<file path="src/rtl/alu_wb_stage_pkg.sv">
// Shared definitions for the ALU writeback stage: entry layout and default sizes.
package alu_wb_stage_pkg;
    localparam int kW        = 16;
    localparam int kRW       = 4;
    localparam int kWB_DEPTH = 2;

    typedef struct packed {
        logic [15:0] data;
        logic [3:0]  dest;
        logic        wen;
    } wb_entry_t;
endpackage

</file>
<file path="src/rtl/alu_wb_stage_if.sv">
// Execute-side offer, writeback handshake, flags and forwarding bundle.
interface alu_wb_stage_if #(
    parameter int W  = 16,
    parameter int RW = 4
);
    logic          in_valid;
    logic          in_ready;
    logic [W-1:0]  alu_out;
    logic          alu_zero;
    logic          alu_equal;
    logic          alu_carryout;
    logic [RW-1:0] in_dest;
    logic          in_wen;
    logic          in_setc;
    logic          in_setf;
    logic          flush;
    logic          carryin;
    logic          zflag;
    logic          eflag;
    logic          out_valid;
    logic          out_ready;
    logic [W-1:0]  wb_data;
    logic [RW-1:0] wb_dest;
    logic          wb_wen;
    logic          fwd_valid;
    logic [RW-1:0] fwd_dest;
    logic [W-1:0]  fwd_data;

    modport slave (
        input  in_valid, alu_out, alu_zero, alu_equal, alu_carryout,
               in_dest, in_wen, in_setc, in_setf, flush, out_ready,
        output in_ready, carryin, zflag, eflag, out_valid,
               wb_data, wb_dest, wb_wen, fwd_valid, fwd_dest, fwd_data
    );

    modport master (
        output in_valid, alu_out, alu_zero, alu_equal, alu_carryout,
               in_dest, in_wen, in_setc, in_setf, flush, out_ready,
        input  in_ready, carryin, zflag, eflag, out_valid,
               wb_data, wb_dest, wb_wen, fwd_valid, fwd_dest, fwd_data
    );
endinterface

</file>
<file path="src/rtl/alu_wb_stage_wb_fifo.sv">
// In-order buffer of writeback entries with head and newest-entry read ports.
module wb_fifo
    import alu_wb_stage_pkg::*;
#(
    parameter int DEPTH = kWB_DEPTH,
    localparam int AW   = $clog2(DEPTH)
) (
    input  logic      i_clk,
    input  logic      i_reset,
    input  logic      i_push,
    input  logic      i_pop,
    input  logic      i_flush,
    input  wb_entry_t i_din,
    output logic [AW:0] o_count,
    output wb_entry_t o_head,
    output wb_entry_t o_newest
);
    logic [AW-1:0] r_head;
    logic [AW-1:0] r_tail;
    logic [AW:0]   r_count;
    wb_entry_t     r_mem [DEPTH];
    logic [AW-1:0] w_newest_idx;

    assign w_newest_idx = r_tail - AW'(1);
    assign o_count      = r_count;
    assign o_head       = r_mem[r_head];
    assign o_newest     = r_mem[w_newest_idx];

    // Storage is cleared on reset so the read ports show zero afterwards.
    always_ff @(posedge i_clk) begin
        if (i_reset) begin
            r_head  <= '0;
            r_tail  <= '0;
            r_count <= '0;
            for (int i = 0; i < DEPTH; i++) r_mem[i] <= '0;
        end else if (i_flush) begin
            r_head  <= r_tail;
            r_count <= '0;
        end else begin
            if (i_push) begin
                r_mem[r_tail] <= i_din;
                r_tail        <= r_tail + AW'(1);
            end
            if (i_pop) r_head <= r_head + AW'(1);
            case ({i_push, i_pop})
                2'b10:   r_count <= r_count + (AW+1)'(1);
                2'b01:   r_count <= r_count - (AW+1)'(1);
                default: r_count <= r_count;
            endcase
        end
    end
endmodule

</file>
<file path="src/rtl/alu_wb_stage.sv">
// Execute-to-writeback stage: result FIFO, architectural carry/zero/equal flags,
// register-file handshake and newest-result forwarding.
module alu_wb_stage
    import alu_wb_stage_pkg::*;
#(
    parameter int DEPTH = kWB_DEPTH,
    parameter int W     = kW,
    parameter int RW    = kRW,
    localparam int AW   = $clog2(DEPTH)
) (
    input  logic i_clk,
    input  logic i_reset,
    alu_wb_stage_if.slave bus
);
    logic [AW:0] w_count;
    wb_entry_t   w_din;
    wb_entry_t   w_head;
    wb_entry_t   w_newest;
    logic        w_in_ready;
    logic        w_out_valid;
    logic        w_accept;
    logic        w_drain;
    logic        r_carry;
    logic        r_zero;
    logic        r_equal;

    // Ready depends only on registered count; a drain while full does not free a slot until next cycle.
    assign w_in_ready  = (w_count < (AW+1)'(DEPTH));
    assign w_out_valid = (w_count != '0);
    assign w_accept    = bus.in_valid & w_in_ready & ~bus.flush;
    assign w_drain     = w_out_valid & bus.out_ready & ~bus.flush;

    assign w_din.data = 16'(bus.alu_out);
    assign w_din.dest = 4'(bus.in_dest);
    assign w_din.wen  = bus.in_wen;

    wb_fifo #(.DEPTH(DEPTH)) u_fifo (
        .i_clk    (i_clk),
        .i_reset  (i_reset),
        .i_push   (w_accept),
        .i_pop    (w_drain),
        .i_flush  (bus.flush),
        .i_din    (w_din),
        .o_count  (w_count),
        .o_head   (w_head),
        .o_newest (w_newest)
    );

    // Flags commit at accept so carry-chained ops can issue back to back.
    always_ff @(posedge i_clk) begin
        if (i_reset) begin
            r_carry <= 1'b0;
            r_zero  <= 1'b0;
            r_equal <= 1'b0;
        end else if (w_accept) begin
            if (bus.in_setc) r_carry <= bus.alu_carryout;
            if (bus.in_setf) begin
                r_zero  <= bus.alu_zero;
                r_equal <= bus.alu_equal;
            end
        end
    end

    assign bus.in_ready  = w_in_ready;
    assign bus.carryin   = r_carry;
    assign bus.zflag     = r_zero;
    assign bus.eflag     = r_equal;
    assign bus.out_valid = w_out_valid;
    assign bus.wb_data   = W'(w_head.data);
    assign bus.wb_dest   = RW'(w_head.dest);
    assign bus.wb_wen    = w_head.wen & w_out_valid;
    assign bus.fwd_valid = w_newest.wen & w_out_valid;
    assign bus.fwd_dest  = RW'(w_newest.dest);
    assign bus.fwd_data  = W'(w_newest.data);
endmodule

</file>
<file path="src/flat_wrapper.sv">
// flat-port wrapper written by rule: the top's interface ports become plain ports
module alu_wb_stage_flat import alu_wb_stage_pkg::*;
#(
    parameter int DEPTH = kWB_DEPTH,
    parameter int W     = kW,
    parameter int RW    = kRW,
    localparam int AW   = $clog2(DEPTH)
)
  (i_clk, i_reset, bus_in_valid, bus_alu_out, bus_alu_zero, bus_alu_equal, bus_alu_carryout, bus_in_dest, bus_in_wen, bus_in_setc, bus_in_setf, bus_flush, bus_out_ready, bus_in_ready, bus_carryin, bus_zflag, bus_eflag, bus_out_valid, bus_wb_data, bus_wb_dest, bus_wb_wen, bus_fwd_valid, bus_fwd_dest, bus_fwd_data);
  alu_wb_stage_if #(.W(W), .RW(RW)) bus_i ();
  input  logic i_clk;
  input  logic i_reset;
  input wire logic [$bits(bus_i.in_valid)-1:0] bus_in_valid;
  input wire logic [$bits(bus_i.alu_out)-1:0] bus_alu_out;
  input wire logic [$bits(bus_i.alu_zero)-1:0] bus_alu_zero;
  input wire logic [$bits(bus_i.alu_equal)-1:0] bus_alu_equal;
  input wire logic [$bits(bus_i.alu_carryout)-1:0] bus_alu_carryout;
  input wire logic [$bits(bus_i.in_dest)-1:0] bus_in_dest;
  input wire logic [$bits(bus_i.in_wen)-1:0] bus_in_wen;
  input wire logic [$bits(bus_i.in_setc)-1:0] bus_in_setc;
  input wire logic [$bits(bus_i.in_setf)-1:0] bus_in_setf;
  input wire logic [$bits(bus_i.flush)-1:0] bus_flush;
  input wire logic [$bits(bus_i.out_ready)-1:0] bus_out_ready;
  output wire logic [$bits(bus_i.in_ready)-1:0] bus_in_ready;
  output wire logic [$bits(bus_i.carryin)-1:0] bus_carryin;
  output wire logic [$bits(bus_i.zflag)-1:0] bus_zflag;
  output wire logic [$bits(bus_i.eflag)-1:0] bus_eflag;
  output wire logic [$bits(bus_i.out_valid)-1:0] bus_out_valid;
  output wire logic [$bits(bus_i.wb_data)-1:0] bus_wb_data;
  output wire logic [$bits(bus_i.wb_dest)-1:0] bus_wb_dest;
  output wire logic [$bits(bus_i.wb_wen)-1:0] bus_wb_wen;
  output wire logic [$bits(bus_i.fwd_valid)-1:0] bus_fwd_valid;
  output wire logic [$bits(bus_i.fwd_dest)-1:0] bus_fwd_dest;
  output wire logic [$bits(bus_i.fwd_data)-1:0] bus_fwd_data;
  assign bus_i.in_valid = bus_in_valid;
  assign bus_i.alu_out = bus_alu_out;
  assign bus_i.alu_zero = bus_alu_zero;
  assign bus_i.alu_equal = bus_alu_equal;
  assign bus_i.alu_carryout = bus_alu_carryout;
  assign bus_i.in_dest = bus_in_dest;
  assign bus_i.in_wen = bus_in_wen;
  assign bus_i.in_setc = bus_in_setc;
  assign bus_i.in_setf = bus_in_setf;
  assign bus_i.flush = bus_flush;
  assign bus_i.out_ready = bus_out_ready;
  assign bus_in_ready = bus_i.in_ready;
  assign bus_carryin = bus_i.carryin;
  assign bus_zflag = bus_i.zflag;
  assign bus_eflag = bus_i.eflag;
  assign bus_out_valid = bus_i.out_valid;
  assign bus_wb_data = bus_i.wb_data;
  assign bus_wb_dest = bus_i.wb_dest;
  assign bus_wb_wen = bus_i.wb_wen;
  assign bus_fwd_valid = bus_i.fwd_valid;
  assign bus_fwd_dest = bus_i.fwd_dest;
  assign bus_fwd_data = bus_i.fwd_data;
  alu_wb_stage #(.DEPTH(DEPTH), .W(W), .RW(RW)) u_core (.i_clk(i_clk), .i_reset(i_reset), .bus(bus_i));
endmodule
</file>
<file path="config.mk">
export PLATFORM = sky130hd
export DESIGN_NAME = alu_wb_stage_flat
export DESIGN_NICKNAME = d
export VERILOG_FILES = /design/src/rtl/alu_wb_stage_pkg.sv /design/src/rtl/alu_wb_stage_if.sv /design/src/rtl/alu_wb_stage_wb_fifo.sv /design/src/rtl/alu_wb_stage.sv /design/src/flat_wrapper.sv
export SDC_FILE = /design/constraint.sdc
export NUM_CORES = 1
export LEC_CHECK = 0
export CAP_MARGIN = 20
export CORE_MARGIN = 1.5
export CORE_UTILIZATION = 46
export DETAILED_ROUTE_END_ITERATION = 8
export HOLD_SLACK_MARGIN = 0.06
export PLACE_DENSITY = 0.79
export SLEW_MARGIN = 40
export SYNTH_ARGS = -nofsm -noshare
export SYNTH_HDL_FRONTEND = slang
export SYNTH_SLANG_ARGS = --single-unit
</file>
<file path="constraint.sdc">
create_clock -name i_clk -period 2.85 [get_ports i_clk]
set_clock_uncertainty 0.05 [all_clocks]
set_input_delay 0.57 -clock i_clk [delete_from_list [all_inputs] [get_ports i_clk]]
set_output_delay 0.57 -clock i_clk [all_outputs]
set_load 0.02 [all_outputs]
</file>
==> metrics.md <==
| Metric | Value |
|---|---|
| Final Util | 65.9% |
| Initial antenna violation count | 0 |
| GRT Total Usage | 18.6% |
| Tcrit/Tclk final | 84.1% |
| Post-DP HPWL | 3560 um |
| Worst min path class | flip-flop to flip-flop |
| Postcts setup bufs | 0 |
| Synth top cells by count | and2_1, edfxtp_1, mux2_2 |
| Drt first pass iters | 4 |
| RSZ-0062 raised after global routing | false |
| Vias in the first global route | 1705 |
| Final Hold Slack | 0.459 ns |
| Setup crit end kind | output pin |
| Post-DP Area | 3310 um2 |
| Hold buffers post-CTS | 0 |
| H-tree depth | 2 |
| Ratio of cells with drive above 1 in the final layout | 23.1% |
| Crit start category | flip-flop |
| Total power | 1610 uW |
| Crit path time final | 2.40 ns |
| Synth cell types | 25 |
| Worst-Skew Late Latency | 0.29 ns |
| Worst slew margin | 65.3% |
| Leading area contributor after synthesis | edfxtp_1 |
| Cell depth of the worst flop-to-flop path | 3 |
| Nets | 291 |
| Die Y | 76.3 um |
| EDFF count, synth | 42 |
| FF+latch count, synth | 50 |
| Power Density | 476 nW/um2 |
| WP data arrival | 1.78 ns |
| Int Pwr | 1210 uW |
| Syn nets | 210 |
| Hold depth | 2 |
| Clk sinks | 50 |
| Syn avg cell area | 13.9 um2 |
| Area added between synthesis and finish | 37.0% |
| CP max-delay cell | clkdlybuf4s50_1 |
| Synth top area share | 51.0% |
| Horiz. Die Dim | 76.3 um |
| ANT nets after route | 0 |
| Sequential power share | 52.8% |
| Synth Instances | 178 |
| CTS tree | built |
| # diodes | 0 |
| Num rows | 26 |
| Worst-path clk slew | 0.08 ns |
| Measured slew at the worst slew-check pin | 0.520 ns |
| Final-report max-slew violation count | 0 |
| GR Overflow Total | 0 |
| TNS Setup | 0 ns |
| Async SR Flop Fraction | 0% |
| Initial Utilization | 48.1% |
| Vias | 1635 |
| Yosys warns | 0 |
| Critical Path, Cell by Cell | buf_4 -> mux2_2 -> clkdlybuf4s50_1 |
| Switching share of power | 25.2% |
| Fin. Hold Viols | 0 |
| Delay of the slowest cell on the worst path | 0.55 ns |
| DRC Markers | 0 |
| Pleak | 0.00126 uW |
| Comb pwr share | 23.2% |
| MaxCap Viol Count | 0 |
| Via density | 4.95 |
| Final instance area | 3390 um2 |
| F_max | 0.417 GHz |
| Drt wl/cell | 15.2 um |
| Routed WL | 5030 um |
| CORE AREA | 5140 um2 |
| Count of input and output buffers | 77 |
| Max FO, Critical Path | 14 |
| Maximum VDD drop | 269 uV |
| Top post-synthesis cells by area | edfxtp_1, mux2_2, and2_1, dfxtp_1, buf_6 |
| Clock tree root buffer cell | clkbuf_8 |
| Pin count of the biggest net entering global routing | 23 |
| Clock Tree Buf Depth | 2 |
| Status | complete, no violations |
| # resized after CTS | 0 |
| Placer Congestion | 0.718 |
| Required time of the critical path | 2.23 ns |
| Fillers | 427 |
| Switch Pwr | 407 uW |
| Post-Syn Area | 2470 um2 |
| Final setup fails | 0 |
| Post-synthesis sequential area ratio | 57.5% |
| First-pass GRT wire length | 8490 um |
| DR iter-0 viols | 69 |
| Critical path class | flip-flop to output pin |
| Clock power share | 24.0% |
| Inserted Clock Buffers | 5 |
| # IOs | 78 |
| Die Area | 5820 um2 |
| Post-synth top flop | edfxtp_1 |
==> worst max-delay path: cells and delay by family (launching register included) <==
family / cells / cell delay [ns]
buffers and inverters: 2 / 0.78
multiplexers: 1 / 0.37
flip-flops: 1 / 0.34
==> state kept, by name (all words and copies together), names as in the netlist, named ones only <==
register,flops
u_core.u_fifo.r_mem,42
u_core.u_fifo.o_count,2
u_core.bus.carryin,1
u_core.bus.eflag,1
u_core.bus.zflag,1
u_core.u_fifo.r_head,1
u_core.u_fifo.r_tail,1
==> cell type report <==
cell class | count | area, um2 | share of cell area (%)
Timing Repair Buffer | 84 | 823 | 24.3
Clock inverter | 2 | 8.76 | 0.259
Sequential cell | 50 | 1420 | 42.0
Multi-Input combinational cell | 115 | 962 | 28.4
Clock buffer | 6 | 72.6 | 2.14
Inverter | 3 | 11.3 | 0.332
Tap cell | 70 | 87.6 | 2.59
==> per-layer routing <==
layer  track usage [%]  vias to the layer above  share of wire, %
li1                  -                      792                 -
met1              23.2                      784                43
met2              31.0                       53                50
met3              4.31                        6               5.5
met4              7.96                        0               1.4
met5                 0                        -                 0
==> placed cells by master (no fill, tap or decap), drive strengths merged, types with 2 or more instances in the layout <==
cell type,instances
and2,42
and4,2
and4bb,2
buf,7
clkbuf,6
clkdlybuf4s50,77
clkinv,2
dfxtp,8
edfxtp,42
inv,3
mux2,40
mux2i,5
nor2,9
o21ai,2
xnor2,3
==> cells by family (layout without fill, tap and decap cells) <==
| kind of cell | count (synthesis) | in the layout | synth area share, % |
|---|---|---|---|
| DFF | 50 | 50 | 57.5 |
| muxes | 45 | 45 | 20.2 |
| AOI/OAI and AO/OA | 6 | 6 | 1.52 |
| xor gates and xnor gates | 4 | 4 | 1.42 |
| and+or+nand+nor | 59 | 59 | 15.1 |
| buffers and inverters | 13 | 95 | 3.74 |
| adders and majority gates | 1 | 1 | 0.506 |
==> metrics by stage <==
| stage | setup WS, ns | instances |
|---|---|---|
| after floorplan | 0.375 | 178 |
| after global placement | 0.278 | 322 |
| after detailed placement | 0.204 | 322 |
| after CTS | 0.427 | 330 |
| after global routing | 0.383 | 330 |
| final | 0.453 | 330 |
==> power by group through the flow <==
stage	Clock (uW)	Sequential (uW)	Combinational [uW]
floorplan	0	865	199
global placement	0	867	374
detailed placement	0	869	377
CTS	395	852	379
global route	418	858	398
finish	387	852	375
==> final timing paths <==
kind                        startpoint                          to  slack [ns]
setup / recovery  u_core.u_fifo.r_tail             bus_fwd_data[4]        0.45
hold / removal      u_core.bus.carryin          u_core.bus.carryin        0.46
setup reg to reg  u_core.u_fifo.r_tail  u_core.u_fifo.r_mem[1][16]        0.98
hold reg to reg     u_core.bus.carryin          u_core.bus.carryin        0.46
Note: power is estimated with default switching activity, not from simulation.
